==> config.mk <==
export PLATFORM = sky130hd
export DESIGN_NAME = instruction_fetch_flat
export DESIGN_NICKNAME = d
export VERILOG_FILES = /design/src/rtl/instruction_fetch_if.sv /design/src/rtl/instruction_fetch.sv /design/src/flat_wrapper.sv
export SDC_FILE = /design/constraint.sdc
export NUM_CORES = 1
export LEC_CHECK = 0
export ABC_AREA = 1
export BUFFER_PORTS_ARGS = -buffer_cell sky130_fd_sc_hd__buf_2
export CAP_MARGIN = 10
export CORE_AREA = 2 2 274 168
export DETAILED_ROUTE_END_ITERATION = 7
export DIE_AREA = 0 0 276 170
export GPL_ROUTABILITY_DRIVEN = 0
export HOLD_SLACK_MARGIN = 0.02
export SYNTH_ARGS = -nofsm -noshare
export SYNTH_HDL_FRONTEND = slang
export SYNTH_SLANG_ARGS = --single-unit
==> constraint.sdc <==
create_clock -name clk -period 5.9 [get_ports clk]
set_input_delay 1.18 -clock clk [delete_from_list [all_inputs] [get_ports clk]]
set_output_delay 1.18 -clock clk [all_outputs]
set_load 0.05 [all_outputs]
==> src/rtl/instruction_fetch_if.sv <==
// Instruction-memory bus: in-order word requests (valid/ready) and unthrottled responses.
interface instruction_fetch_if #(
  parameter int DATA_WIDTH = 32
);
  logic                  reqValid;
  logic [DATA_WIDTH-1:0] reqAddr;
  logic                  reqReady;
  logic                  rspValid;
  logic [DATA_WIDTH-1:0] rspData;

  modport master (
    output reqValid,
    output reqAddr,
    input  reqReady,
    input  rspValid,
    input  rspData
  );

  modport slave (
    input  reqValid,
    input  reqAddr,
    output reqReady,
    output rspValid,
    output rspData
  );
endinterface

==> src/rtl/instruction_fetch.sv <==
// RV32I fetch stage: PC generation, in-order imem requests, a prefetch queue of {pc, inst}
// and the IF/ID register, with redirect support that discards stale in-flight responses.
module instruction_fetch #(
  parameter int                    DATA_WIDTH = 32,
  parameter logic [DATA_WIDTH-1:0] RESET_PC   = '0,
  parameter int                    DEPTH      = 4
) (
  input  logic                  clk,
  input  logic                  rst,
  input  logic                  clk_en,
  input  logic                  i_redirect,
  input  logic [DATA_WIDTH-1:0] i_redirect_pc,
  instruction_fetch_if.master   imem,
  output logic [DATA_WIDTH-1:0] o_if_inst,
  output logic [DATA_WIDTH-1:0] o_if_pc,
  output logic                  o_if_valid
);

  localparam int PTR_W = (DEPTH > 1) ? $clog2(DEPTH) : 1;
  localparam int CNT_W = $clog2(DEPTH + 1);
  localparam logic [CNT_W-1:0]      DEPTH_C  = CNT_W'(DEPTH);
  localparam logic [DATA_WIDTH-1:0] NOP_INST = DATA_WIDTH'(32'h00000013);
  localparam logic [DATA_WIDTH-1:0] PC_STEP  = DATA_WIDTH'(4);

  logic [DATA_WIDTH-1:0] fpc_q, fpc_d;
  logic [CNT_W-1:0]      outstanding_q, outstanding_d;
  logic [CNT_W-1:0]      drop_q, drop_d;
  logic [CNT_W-1:0]      fifoCount_q, fifoCount_d;
  logic [PTR_W-1:0]      fifoWr_q, fifoWr_d;
  logic [PTR_W-1:0]      fifoRd_q, fifoRd_d;
  logic [PTR_W-1:0]      tagWr_q, tagWr_d;
  logic [PTR_W-1:0]      tagRd_q, tagRd_d;
  logic [DATA_WIDTH-1:0] fifoPc_q   [DEPTH];
  logic [DATA_WIDTH-1:0] fifoInst_q [DEPTH];
  logic [DATA_WIDTH-1:0] tagPc_q    [DEPTH];
  logic [DATA_WIDTH-1:0] ifInst_q, ifInst_d;
  logic [DATA_WIDTH-1:0] ifPc_q, ifPc_d;
  logic                  ifValid_q, ifValid_d;

  logic [CNT_W:0] occupancy;
  logic           reqValid;
  logic           reqFire;
  logic           rspTake;
  logic           rspDrop;
  logic           fifoPush;
  logic           fifoPop;

  // Every request reserves a queue slot until its instruction leaves, so the queue never overflows.
  always_comb begin
    occupancy = {1'b0, outstanding_q} + {1'b0, fifoCount_q};
    reqValid  = !rst && !i_redirect && (occupancy < {1'b0, DEPTH_C});
    reqFire   = reqValid && imem.reqReady;
    rspTake   = imem.rspValid && (outstanding_q != '0);
    rspDrop   = rspTake && (i_redirect || (drop_q != '0));
    fifoPush  = rspTake && !rspDrop;
    fifoPop   = clk_en && !i_redirect && (fifoCount_q != '0);
  end

  assign imem.reqValid = reqValid;
  assign imem.reqAddr  = fpc_q;

  always_comb begin
    fpc_d         = fpc_q;
    outstanding_d = outstanding_q + CNT_W'(reqFire) - CNT_W'(rspTake);
    drop_d        = drop_q;
    fifoCount_d   = fifoCount_q + CNT_W'(fifoPush) - CNT_W'(fifoPop);
    fifoWr_d      = fifoWr_q;
    fifoRd_d      = fifoRd_q;
    tagWr_d       = tagWr_q;
    tagRd_d       = tagRd_q;
    ifInst_d      = ifInst_q;
    ifPc_d        = ifPc_q;
    ifValid_d     = ifValid_q;

    if (reqFire) begin
      fpc_d   = fpc_q + PC_STEP;
      tagWr_d = tagWr_q + PTR_W'(1);
    end
    if (rspTake) begin
      tagRd_d = tagRd_q + PTR_W'(1);
    end
    if (rspTake && !i_redirect && (drop_q != '0)) begin
      drop_d = drop_q - CNT_W'(1);
    end
    if (fifoPush) begin
      fifoWr_d = fifoWr_q + PTR_W'(1);
    end
    if (fifoPop) begin
      fifoRd_d = fifoRd_q + PTR_W'(1);
    end

    if (clk_en && !i_redirect) begin
      if (fifoCount_q != '0) begin
        ifInst_d  = fifoInst_q[fifoRd_q];
        ifPc_d    = fifoPc_q[fifoRd_q];
        ifValid_d = 1'b1;
      end else begin
        ifInst_d  = NOP_INST;
        ifValid_d = 1'b0;
      end
    end

    // Tags of stale requests stay queued; they are retired one by one as their responses are dropped.
    if (i_redirect) begin
      fpc_d       = i_redirect_pc;
      drop_d      = outstanding_q - CNT_W'(rspTake);
      fifoCount_d = '0;
      fifoRd_d    = fifoWr_q;
      ifInst_d    = NOP_INST;
      ifValid_d   = 1'b0;
    end
  end

  always_ff @(posedge clk) begin
    if (rst) begin
      fpc_q         <= RESET_PC;
      outstanding_q <= '0;
      drop_q        <= '0;
      fifoCount_q   <= '0;
      fifoWr_q      <= '0;
      fifoRd_q      <= '0;
      tagWr_q       <= '0;
      tagRd_q       <= '0;
      ifInst_q      <= NOP_INST;
      ifPc_q        <= '0;
      ifValid_q     <= 1'b0;
    end else begin
      fpc_q         <= fpc_d;
      outstanding_q <= outstanding_d;
      drop_q        <= drop_d;
      fifoCount_q   <= fifoCount_d;
      fifoWr_q      <= fifoWr_d;
      fifoRd_q      <= fifoRd_d;
      tagWr_q       <= tagWr_d;
      tagRd_q       <= tagRd_d;
      ifInst_q      <= ifInst_d;
      ifPc_q        <= ifPc_d;
      ifValid_q     <= ifValid_d;
    end
  end

  // Storage arrays need no reset: the counters and pointers define which entries are live.
  always_ff @(posedge clk) begin
    if (fifoPush) begin
      fifoPc_q[fifoWr_q]   <= tagPc_q[tagRd_q];
      fifoInst_q[fifoWr_q] <= imem.rspData;
    end
    if (reqFire) begin
      tagPc_q[tagWr_q] <= fpc_q;
    end
  end

  assign o_if_inst  = ifInst_q;
  assign o_if_pc    = ifPc_q;
  assign o_if_valid = ifValid_q;

  assert property (@(posedge clk) disable iff (rst)
    !(fifoPush && !fifoPop && (fifoCount_q == DEPTH_C)));
  assert property (@(posedge clk) disable iff (rst)
    occupancy <= {1'b0, DEPTH_C});

endmodule
==> src/flat_wrapper.sv <==
// flat-port wrapper written by rule: the top's interface ports become plain ports
module instruction_fetch_flat 
#(
  parameter int                    DATA_WIDTH = 32,
  parameter logic [DATA_WIDTH-1:0] RESET_PC   = '0,
  parameter int                    DEPTH      = 4
)
  (clk, rst, clk_en, i_redirect, i_redirect_pc, o_if_inst, o_if_pc, o_if_valid, imem_reqValid, imem_reqAddr, imem_reqReady, imem_rspValid, imem_rspData);
  instruction_fetch_if #(.DATA_WIDTH(DATA_WIDTH)) imem_i ();
  input  logic clk;
  input  logic rst;
  input  logic clk_en;
  input  logic i_redirect;
  input  logic [DATA_WIDTH-1:0] i_redirect_pc;
  output logic [DATA_WIDTH-1:0] o_if_inst;
  output logic [DATA_WIDTH-1:0] o_if_pc;
  output logic o_if_valid;
  output wire logic [$bits(imem_i.reqValid)-1:0] imem_reqValid;
  output wire logic [$bits(imem_i.reqAddr)-1:0] imem_reqAddr;
  input wire logic [$bits(imem_i.reqReady)-1:0] imem_reqReady;
  input wire logic [$bits(imem_i.rspValid)-1:0] imem_rspValid;
  input wire logic [$bits(imem_i.rspData)-1:0] imem_rspData;
  assign imem_reqValid = imem_i.reqValid;
  assign imem_reqAddr = imem_i.reqAddr;
  assign imem_i.reqReady = imem_reqReady;
  assign imem_i.rspValid = imem_rspValid;
  assign imem_i.rspData = imem_rspData;
  instruction_fetch #(.DATA_WIDTH(DATA_WIDTH), .RESET_PC(RESET_PC), .DEPTH(DEPTH)) u_core (.clk(clk), .rst(rst), .clk_en(clk_en), .i_redirect(i_redirect), .i_redirect_pc(i_redirect_pc), .imem(imem_i), .o_if_inst(o_if_inst), .o_if_pc(o_if_pc), .o_if_valid(o_if_valid));
endmodule
==> impl_metrics.xml <==
<?xml version="1.0" encoding="UTF-8"?>
<metrics>
  <group name="synthesis">
    <metric name="yosysUniqueCellTypes" unit="">34</metric>
    <metric name="syn-num-nets" unit="">1862</metric>
    <metric name="synth-seq-area-share" unit="">0.703</metric>
    <metric name="synthesis.area" unit="um2">19800</metric>
    <metric name="synthDominantAreaCellType" unit="">edfxtp_1</metric>
    <metric name="synth_warnings" unit="">0</metric>
    <metric name="ys_dominant_reg_cell" unit="">edfxtp_1</metric>
    <metric name="syn-instance-count" unit="">1771</metric>
    <metric name="synth_top_cells_by_area" unit="">edfxtp_1, dfxtp_1, nor2_1, o21ai_0, nand2_1</metric>
    <metric name="synth_edf_count" unit="">384</metric>
    <metric name="synth_async_sr_flop_share" unit="">0</metric>
    <metric name="netlist_top_cells_count" unit="">edfxtp_1, nor2_1, o21ai_0</metric>
    <metric name="flop_and_latch_count_out_of_synthesis" unit="">502</metric>
    <metric name="yosysMostFrequentCell" unit="">edfxtp_1</metric>
    <metric name="postSynthAreaPerCell" unit="um2">11.2</metric>
    <metric name="yosys.area.top_type_share" unit="">0.584</metric>
  </group>
  <group name="power_and_ir_drop">
    <metric name="power_per_cell_area" unit="nW/um2">359</metric>
    <metric name="leakage" unit="nW">8.17</metric>
    <metric name="worst_ir_drop_vdd" unit="mV">0.172</metric>
  </group>
  <group name="timing">
    <metric name="layout_min_cycle_time" unit="ns">3.56</metric>
    <metric name="rsz0062_at_grt" unit="">no</metric>
    <metric name="final_hold_viol_count" unit="">0</metric>
    <metric name="drv_slew" unit="">0</metric>
    <metric name="timing.final.crit_share" unit="">0.604</metric>
    <metric name="fin_skew" unit="ns">0.0196</metric>
    <metric name="worst_rel_slew_slack" unit="">0.240</metric>
    <metric name="worst_pin_slew" unit="ns">1.14</metric>
    <metric name="finalSetupViolCount" unit="">0</metric>
    <metric name="tns" unit="ns">0</metric>
    <metric name="maxClockFrequency" unit="MHz">281</metric>
    <metric name="final.setup.worst_slack" unit="ns">2.34</metric>
  </group>
  <group name="critical_path">
    <metric name="worst_setup_path_startpoint" unit="">i_redirect</metric>
    <metric name="timing.rr.start" unit="">u_core.outstanding_q[1]</metric>
    <metric name="element_type_at_the_critical_path_start" unit="">input port</metric>
    <metric name="r2r_slack" unit="ns">2.83</metric>
    <metric name="end_kind" unit="">register</metric>
    <metric name="timing.critical_path.required" unit="ns">6.34</metric>
    <metric name="arrival" unit="ns">4.00</metric>
    <metric name="critical_path.max_fanout" unit="">43</metric>
    <metric name="timing_worst_setup_path_type" unit="">input port to register</metric>
  </group>
  <group name="global_route">
    <metric name="groute.layer.met2.usage" unit="">0.305</metric>
    <metric name="antenna_violations_before_repair" unit="">0</metric>
    <metric name="grt_max_degree" unit="">97</metric>
    <metric name="gr-max-usage-layer" unit="">met1</metric>
    <metric name="gr-total-overflow" unit="">0</metric>
    <metric name="first_pass_grt_wire_length" unit="um">74600</metric>
    <metric name="global_route.usage.met3" unit="">0.0450</metric>
    <metric name="gr-usage-met1" unit="">0.308</metric>
    <metric name="gr-usage-all-layers" unit="">0.206</metric>
    <metric name="first_global_vias" unit="">12852</metric>
  </group>
  <group name="layout">
    <metric name="layout-area-overhead-vs-synth" unit="%">14.8</metric>
    <metric name="drive_gt1_frac" unit="">0.144</metric>
    <metric name="register_area" unit="um2">13900</metric>
    <metric name="fin_nets" unit="">2003</metric>
    <metric name="layoutNonFillerInstCount" unit="">2541</metric>
    <metric name="number_of_fill_cells" unit="">3930</metric>
    <metric name="area_of_combinational_cells_with_multiple_inputs" unit="um2">5150</metric>
    <metric name="design_area" unit="um2">22700</metric>
  </group>
  <group name="place">
    <metric name="placement.io_buffers" unit="">167</metric>
    <metric name="dp.final_hpwl" unit="um">28600</metric>
    <metric name="numPlacedInstances" unit="">2452</metric>
    <metric name="placedInstanceArea" unit="um2">21100</metric>
    <metric name="place_ws" unit="ns">1.75</metric>
  </group>
  <group name="clock_network">
    <metric name="clockBufferDepth" unit="">3</metric>
    <metric name="tritoncts" unit="">built</metric>
    <metric name="cts_buffers" unit="">47</metric>
    <metric name="ctsHtreeMaxLevel" unit="">2</metric>
    <metric name="cts_post_setup_buffers_inserted" unit="">0</metric>
    <metric name="cts-root-buf" unit="">clkbuf_16</metric>
    <metric name="worstSkewPairLatency" unit="ns">0.57</metric>
    <metric name="clock_sinks" unit="">502</metric>
    <metric name="cts_hold_buf" unit="">0</metric>
    <metric name="cts-resized-gates" unit="">0</metric>
    <metric name="clk_pin_slew" unit="ns">0.06</metric>
  </group>
  <group name="route">
    <metric name="post_drt_wl_per_cell" unit="um">19.0</metric>
    <metric name="number_of_drc_violations_after_detailed_routing" unit="">22</metric>
    <metric name="drt_iter0_markers" unit="">1270</metric>
    <metric name="totalWireLength" unit="um">48400</metric>
    <metric name="vias" unit="">13412</metric>
    <metric name="route.detailed.vias_per_inst" unit="">5.28</metric>
    <metric name="drtAntennaViolNets" unit="">0</metric>
    <metric name="detail_route.first_pass.iterations" unit="">7</metric>
  </group>
  <group name="worst_hold_path">
    <metric name="min-delay-start" unit="">u_core.o_if_inst[11]</metric>
    <metric name="hp-class" unit="">register to register</metric>
  </group>
  <group name="floorplan">
    <metric name="initial_standard_cell_utilization_of_the_core" unit="">0.446</metric>
    <metric name="die_h" unit="um">170</metric>
    <metric name="std_cell_rows" unit="">60</metric>
    <metric name="chipWidth" unit="um">276</metric>
    <metric name="core_area" unit="um2">44300</metric>
    <metric name="boundaryPins" unit="">168</metric>
    <metric name="die_footprint" unit="um2">46900</metric>
  </group>
  <group name="outcome">
    <metric name="violations" unit="">design-rule violations</metric>
    <metric name="result_of_the_run" unit="">complete, but fails checks</metric>
  </group>
  <group name="run">
    <metric name="maxCapViolCount" unit="">0</metric>
  </group>
</metrics>
path summary, 6_finish.rpt:
path                                           endpoint  cells after the start
worst max register to register  u_core.outstanding_q[2]                     12
worst min-delay path               u_core.o_if_inst[11]                      2
worst max-delay path            u_core.outstanding_q[2]                     12
worst min register to register     u_core.o_if_inst[11]                      2
cells in the final DEF, fill, tap and decap left out, drive strengths merged, types with 64 or more instances in the layout:
| cell type | netlist | routed |
|---|---|---|
| o21ai | 243 | 243 |
| nor2 | 330 | 330 |
| edfxtp | 384 | 384 |
| nand2 | 244 | 244 |
| clkbuf | 70 | 67 |
| buf | 25 | 187 |
| o22ai | 64 | 64 |
| dfxtp | 118 | 118 |
| a21oi | 76 | 76 |
| inv | 90 | 91 |
stage by stage:
stage | power (mW) | hold slack [ns] | utilization
global placement | 5.17 | 0.450 | 0.477
detailed placement | 5.19 | 0.454 | 0.477
finish | 8.13 | 0.462 | 0.512
floorplan | 4.83 | 0.436 | -
global route | 8.48 | 0.486 | 0.512
CTS | 8.21 | 0.464 | 0.512
flip-flops by register name, summed over array words and instances (netlist names), named ones only:
signal / count
u_core.tagWr_q: 2
u_core.fifoPc_q: 128
u_core.tagRd_q: 2
u_core.drop_q: 3
u_core.fifoWr_q: 2
u_core.imem.reqAddr: 32
u_core.fifoCount_q: 3
u_core.outstanding_q: 3
u_core.fifoRd_q: 2
u_core.o_if_inst: 32
u_core.tagPc_q: 128
u_core.o_if_valid: 1
u_core.fifoInst_q: 128
u_core.o_if_pc: 32
worst max-delay path, cell delays in order:
cell	delay, ns
buf_2	0.38
nor2_8	0.26
nand2_2	0.09
nor2_4	0.13
nand2_2	0.39
inv_2	0.54
ha_1	0.22
inv_1	0.04
fa_1	0.37
xor2_1	0.16
o21ai_0	0.16
a21oi_1	0.05
power by group:
group	leakage (nW)	switching [mW]	internal (mW)	total, mW
Sequential	4.44	0.0954	4.04	4.13
Clock	0.736	1.29	1.73	3.03
Combinational	2.99	0.723	0.251	0.975
routing by layer:
metal  wire length (um)  share of wire
met2              20600           0.43
met5                  0              0
met1              23300           0.48
met3               3870          0.080
met4                629          0.013
cells by family (layout without fill, tap and decap cells):
group           count (synthesis)  after routing  share of synthesized area
compound gates                425            425                      0.115
buf+inv                       187            367                     0.0383
other cells                     0              1                          0
flops                         502            502                      0.703
xor+xnor                       11             11                    0.00488
fa+ha+maj                      21             21                     0.0141
simple gates                  625            625                      0.124
final cells by class:
cell class,count,area share
repair buffers,187,0.0446
clock inverters,21,0.0100
well taps,589,0.0325
flip-flops and latches,502,0.613
multi-input cells,1082,0.227
diodes,1,0.000110
clock buffers,67,0.0579
inverters,92,0.0152
Note: power is estimated with default switching activity, not from simulation.
